## config.mk

```make
export PLATFORM = sky130hd
export DESIGN_NAME = outport_fifo
export DESIGN_NICKNAME = d
export VERILOG_FILES = /design/src/rtl/outport_fifo.sv
export SDC_FILE = /design/constraint.sdc
export NUM_CORES = 1
export LEC_CHECK = 0
export ABC_AREA = 1
export BUFFER_PORTS_ARGS = -buffer_cell sky130_fd_sc_hd__buf_2
export CORE_ASPECT_RATIO = 2
export CORE_MARGIN = 2
export CORE_UTILIZATION = 49
export CTS_CLUSTER_DIAMETER = 100
export DETAILED_ROUTE_END_ITERATION = 12
export PLACE_DENSITY = 0.75
export SLEW_MARGIN = 10
export SYNTH_ARGS = -nofsm -noshare
export SYNTH_HDL_FRONTEND = slang
export SYNTH_SLANG_ARGS = --single-unit
```

## constraint.sdc

```tcl
create_clock -name clk -period 2 [get_ports clk]
set_input_delay 0.1 -clock clk [delete_from_list [all_inputs] [get_ports clk]]
set_output_delay 0.1 -clock clk [all_outputs]
set_load 0.005 [all_outputs]
```

## src/rtl/outport_fifo.sv

```systemverilog
// Buffered PicoBlaze output port: edge-detected core writes feed a small FIFO that
// drains to a byte-stream peripheral; a status byte reports fill level and overflow.
module outport_fifo #(
    parameter logic [7:0] ADDR      = 8'h05,
    parameter logic [7:0] STAT_ADDR = 8'h06,
    parameter int         DEPTH     = 4,
    parameter int         AW        = 2
) (
    input  logic       clk,
    input  logic       rst,
    input  logic [7:0] address,
    input  logic [7:0] value_in,
    input  logic       wen,
    input  logic       ren,
    output logic [7:0] stat_out,
    output logic [7:0] dev_data,
    output logic       dev_valid,
    input  logic       dev_ready
);

    localparam logic [AW:0]   FULL_CNT = (AW+1)'(DEPTH);
    localparam logic [AW:0]   CNT_ONE  = (AW+1)'(1);
    localparam logic [AW-1:0] PTR_ONE  = AW'(1);

    logic [7:0]    mem [DEPTH];
    logic [AW-1:0] wr_ptr_q, wr_ptr_d;
    logic [AW-1:0] rd_ptr_q, rd_ptr_d;
    logic [AW:0]   count_q, count_d;
    logic          ovf_q, ovf_d;
    logic          wen_q, ren_q;

    logic wr_ev, rd_ev, pop, push, drop, full, empty;

    // Handshake: a byte transfers on every rising edge where dev_valid & dev_ready are
    // both high; dev_data holds steady while dev_valid is high and dev_ready is low.
    assign full      = (count_q == FULL_CNT);
    assign empty     = (count_q == '0);
    assign dev_valid = ~empty;
    assign dev_data  = dev_valid ? mem[rd_ptr_q] : 8'h00;
    assign stat_out  = (address == STAT_ADDR) ? {ovf_q, full, empty, 1'b0, 4'(count_q)} : 8'h00;

    assign wr_ev = wen & ~wen_q & (address == ADDR);
    assign rd_ev = ren & ~ren_q & (address == STAT_ADDR);
    assign pop   = dev_valid & dev_ready;
    // A pop in the same cycle frees the slot, so a write into a full FIFO still lands.
    assign push  = wr_ev & (~full | pop);
    assign drop  = wr_ev & full & ~pop;

    always_comb begin
        wr_ptr_d = push ? wr_ptr_q + PTR_ONE : wr_ptr_q;
        rd_ptr_d = pop  ? rd_ptr_q + PTR_ONE : rd_ptr_q;
        count_d  = count_q;
        if (push && !pop)
            count_d = count_q + CNT_ONE;
        else if (pop && !push)
            count_d = count_q - CNT_ONE;
        ovf_d = ovf_q;
        if (drop)
            ovf_d = 1'b1;
        else if (rd_ev)
            ovf_d = 1'b0;
    end

    always_ff @(posedge clk or negedge rst) begin
        if (!rst) begin
            wr_ptr_q <= '0;
            rd_ptr_q <= '0;
            count_q  <= '0;
            ovf_q    <= 1'b0;
            wen_q    <= 1'b0;
            ren_q    <= 1'b0;
        end else begin
            wr_ptr_q <= wr_ptr_d;
            rd_ptr_q <= rd_ptr_d;
            count_q  <= count_d;
            ovf_q    <= ovf_d;
            wen_q    <= wen;
            ren_q    <= ren;
        end
    end

    // Storage is deliberately left out of reset; count gates what is visible.
    always_ff @(posedge clk) begin
        if (push)
            mem[wr_ptr_q] <= value_in;
    end

endmodule

```

; ---- Word-level counts from Yosys, hierarchy flattened
; Memory sizes are Yosys's and may differ from the RTL's.
; Cells that the tools add are included.
[classes]
n_reduce_logical = 7
eq_ne = 3
bitwise = 14
muxes = 8
add_sub_neg = 4
[ops]
columns = operator, n
row1 = "== test 8 x 3 -> 1 bit, second input constant", 2
row2 = two-way mux 8 bit, 2
row3 = AND 1 bit, 8
row4 = two-way mux 3 bit, 2
row5 = inverter 1 bit, 5
row6 = "adder 2 x 1 -> 2 bit, second input constant", 2
row7 = two-way mux 1 bit, 4
row8 = nonzero test 2 bit, 2
row9 = "adder 3 x 1 -> 3 bit, second input constant", 1
row10 = "== test 3 bit, second input constant", 1
row11 = logical NOT 3 bit, 1
row12 = "subtractor 3 x 1 -> 3 bit, second input constant", 1
row13 = logical AND 1 bit, 2
row14 = logical NOT 1 bit, 2
row15 = OR 1 bit, 1
[word_totals]
mem_count = 1
elab_cells = 43
out_inout_bits = 17
register_bits = 10
ram_bits = 32
[mem_list]
columns = name, words, width, read_ports, rd_clocked_by_memory_dff, wr, line_no
row1 = mem, 4, 8, 1, 0, 1, 25  ; logic [7:0] mem [DEPTH];

; ---- Longest topological paths before layout
[depth]
word_depth = 9
mapped_depth = 12
ltp_nobuf = 12

; ---- Least setup slack after synthesis
; OpenSTA, ideal clock, no wires.
[synth_timing]
kind = register to register
start = register count_q[0]
end = register count_q[2]
setup_slack_ns = 0.117
t_required_ns = 1.869
arrival_ns = 1.752
stages_incl_launch_ff = 11
path_cell_list = dfrtp_1 -> nor2_4 -> nand3_1 -> nand3_2 -> inv_1 -> ha_1 -> inv_1 -> fa_1 -> a21oi_1 -> o21ai_0 -> xor2_1
[synth_between]
elab_chain_cells = 8
[synth_lines]
columns = element, line_no
row1 = start: declaration, 28  ; logic [AW:0] count_q, count_d;
row2 = start signal: assignment, 75  ; count_q <= count_d;
row3 = logical NOT 3 bit, 37  ; assign empty = (count_q == '0);
row4 = inverter 1 bit, 38  ; assign dev_valid = ~empty;
row5 = AND 1 bit, 44  ; assign pop = dev_valid & dev_ready;
row6 = OR 1 bit (*), 46  ; assign push = wr_ev & (~full | pop);
row7 = AND 1 bit (*), 46
row8 = named net push, 32  ; logic wr_ev, rd_ev, pop, push, drop, full, empty;
row9 = logical NOT 1 bit, 55  ; else if (pop && !push)
row10 = logical AND 1 bit, 55
row11 = nonzero test 2 bit (no source line), -
; Mark *: on every way through the listed nets, which the timed path passes. The rest lies on a longest branch. The select of a mux whose other input is x is not followed.
; A chain may end at the register's enable or synchronous reset.

; ---- Worst setup path in the final report
[layout_timing]
start = register count_q[1]
end = register count_q[2]
; The elaborated chain is that of the path after synthesis.

==> metrics <==
status completed; Top FF cell, synth edfxtp_1; Final nets approximately 260; dpl hpwl around 2600 µm; Worst VDD drop between 0.0005 and 0.0006 V; pre-CTS WS 121 ps; Skew-Pair Late Insertion Delay 280 ps; Avg Synthesized Cell Area ~11 µm²; Post-synth EDFFs 32; RSZ-0062 raised after global routing no; Final Util 61.9%; worst setup margin about 120 ps; Yosys reg bits 42; Tcrit/Tclk final approximately 94%; final hold violations 0; post-route ant nets 0; cell area after synthesis approximately 1900 µm²; CTS tree done; Synth area leaders edfxtp_1, dfrtp_1, nor2_1, inv_1, ha_1; share of the synthesized area in the top cell type between 40% and 50%; core area about 3800 µm²; DIE AREA approximately 4500 µm²; # rows 32; Ports 38; hold crit path type primary input to flop; vias in the first global route 1295; Leak about 1.0 nW; Rel. slew slack between 50% and 60%; Ys Warns 0; Syn Inst Count 180; sequential share of the synthesized area 62.7%; first-pass GRT wire length about 5700 µm; Worst R2R Setup Slack 120 ps; number of port buffers 35; Worst Skew just over 8 ps; max-cap violation count 0; DRT iter0 DRCs 18; dpl cells approximately 280; die height approximately 93 µm; largest net degree at the start of global routing 19; Setup TNS 0 ps; clock-pin slew reported for the worst setup and hold paths after clock tree synthesis about 70 ps; post-route minimum period around 1900 ps; fin area around 2400 µm²; via count roughly 1400; initial antenna violation count 0; sequential cell area roughly 1200 µm²; Critical Path End Type flop; Synth cell types 27; # DRC 0; max-slew violations 0; worst-path fanout max 3; Final Setup Violations 0; Max clock buf depth 2; Placed Area 2230 µm²; layout cells sized above 1 30.5%; Num Clock Sinks 42; Die W 48.4 µm; CP required 2170 ps; Setup crit start kind flop; number of filler cells placed in the layout 330; Initial DRT Pass Iterations 6; Initial Utilization about half; Async SR Flop Fraction about a quarter; grt ovf 0; final WL about 3400 µm; Pwr Density about 1000 nW/µm²; Inserted Diodes 0; total global routing track utilization 17.0%; routed len/inst between 10 and 15 µm; vias per cell about 4.7; Num CTS Buffers 5; gpl congestion roughly 0.83; Slew @ Worst Pin approximately 660 ps; # H-tree levels 2; Area Growth Syn to Fin 21.9%; fmax roughly 0.53 GHz; root buffer cell clkbuf_8; post-route insts no fill between 200 and 300; crit path kind flop to flop; Multi-input gate area 592 µm²; Yosys top cell by area edfxtp_1; WP data arrival approximately 2000 ps
-- state kept, by name (all words and copies together), names as in the netlist --
name and flops:
mem 32, count_q 3, rd_ptr_q 2, wr_ptr_q 2
ovf_q 1, ren_q 1, wen_q 1
-- logic make-up after synthesis --
group,count (synthesis),share of synthesized area (%)
compound gates,28,7.25
buf+inv,28,7.51
simple gates,72,16.8
flops,42,62.7
other cells,1,0.194
fa+ha+maj,6,4.27
xor+xnor,3,1.36
-- cell type report --
type / count / area share [%]
inverter: 22 / 3.61
multi-input combinational: 111 / 25.1
sequential: 42 / 51.4
clock inverter: 2 / 0.372
clock buffer: 6 / 3.08
tap: 51 / 2.71
timing repair buffer: 53 / 13.7
-- worst max-delay path, stage by stage, from the launching register on --
cell and delay, ps:
dfrtp_1 440, nor2_4 80, nand3_1 110, nand3_2 100, inv_2 60, ha_2 160
inv_2 60, fa_2 410, a21oi_2 130, o21ai_1 80, xor2_1 140
-- worst paths after layout --
path                            startpoint          end  cells after the start
worst max-delay path            count_q[1]   count_q[2]                     10
worst min-delay path                   wen        wen_q                      1
worst max register to register  count_q[1]   count_q[2]                     10
worst min register to register       ovf_q        ovf_q                      2
max in group asynchronous              rst  wr_ptr_q[0]                      2
min in group asynchronous              rst  rd_ptr_q[0]                      2
-- power by group --
part	internal (mW)	switching (mW)
registers	0.995	0.101
clock network	0.239	0.246
logic	0.391	0.469
total	1.62	0.816
-- metrics by stage --
step | hold slack, ps | total power [mW]
floorplan | -196 | 1.70
global placement | -29.0 | 1.94
detailed placement | -29.8 | 1.97
CTS | 28.3 | 2.46
global route | 22.9 | 2.63
finish | 36.4 | 2.44
-- cells in the mapped netlist, types with 3 or more instances --
library cell and number:
buf_4 3, dfrtp_1 10, ha_1 5, o21ai_1 9, nand2_1 10, edfxtp_1 32
nor2_2 3, nor2_1 47, inv_1 21, a21oi_1 11, o21ai_0 8
-- timing repair --
item,4_1_cts,5_1_grt
buffers inserted,0,1
endpoints found under the setup margin,0,1
gates resized for setup,0,9
endpoints found under the hold margin,12,0
hold buffers,3,0
-- cells in the final DEF, fill, tap and decap left out, drive strengths merged, types with 3 or more instances in the layout --
master	synthesis	final
edfxtp	32	32
ha	5	5
clkbuf	0	6
inv	22	22
buf	6	50
a21oi	11	11
dfrtp	10	10
nand2	12	12
nand3	3	3
o21ai	17	17
nor2	52	52
-- metal layers --
| layer | up-vias | GRT usage, % | wire, µm |
|---|---|---|---|
| met5 | - | 0 | 0 |
| met4 | 0 | 9.29 | 69 |
| met3 | 4 | 3.39 | 97 |
| met2 | 25 | 33.1 | 2050 |
| met1 | 623 | 16.0 | 1200 |
| li1 | 698 | - | - |
No activity file was read; power rests on OpenSTA's default activity.
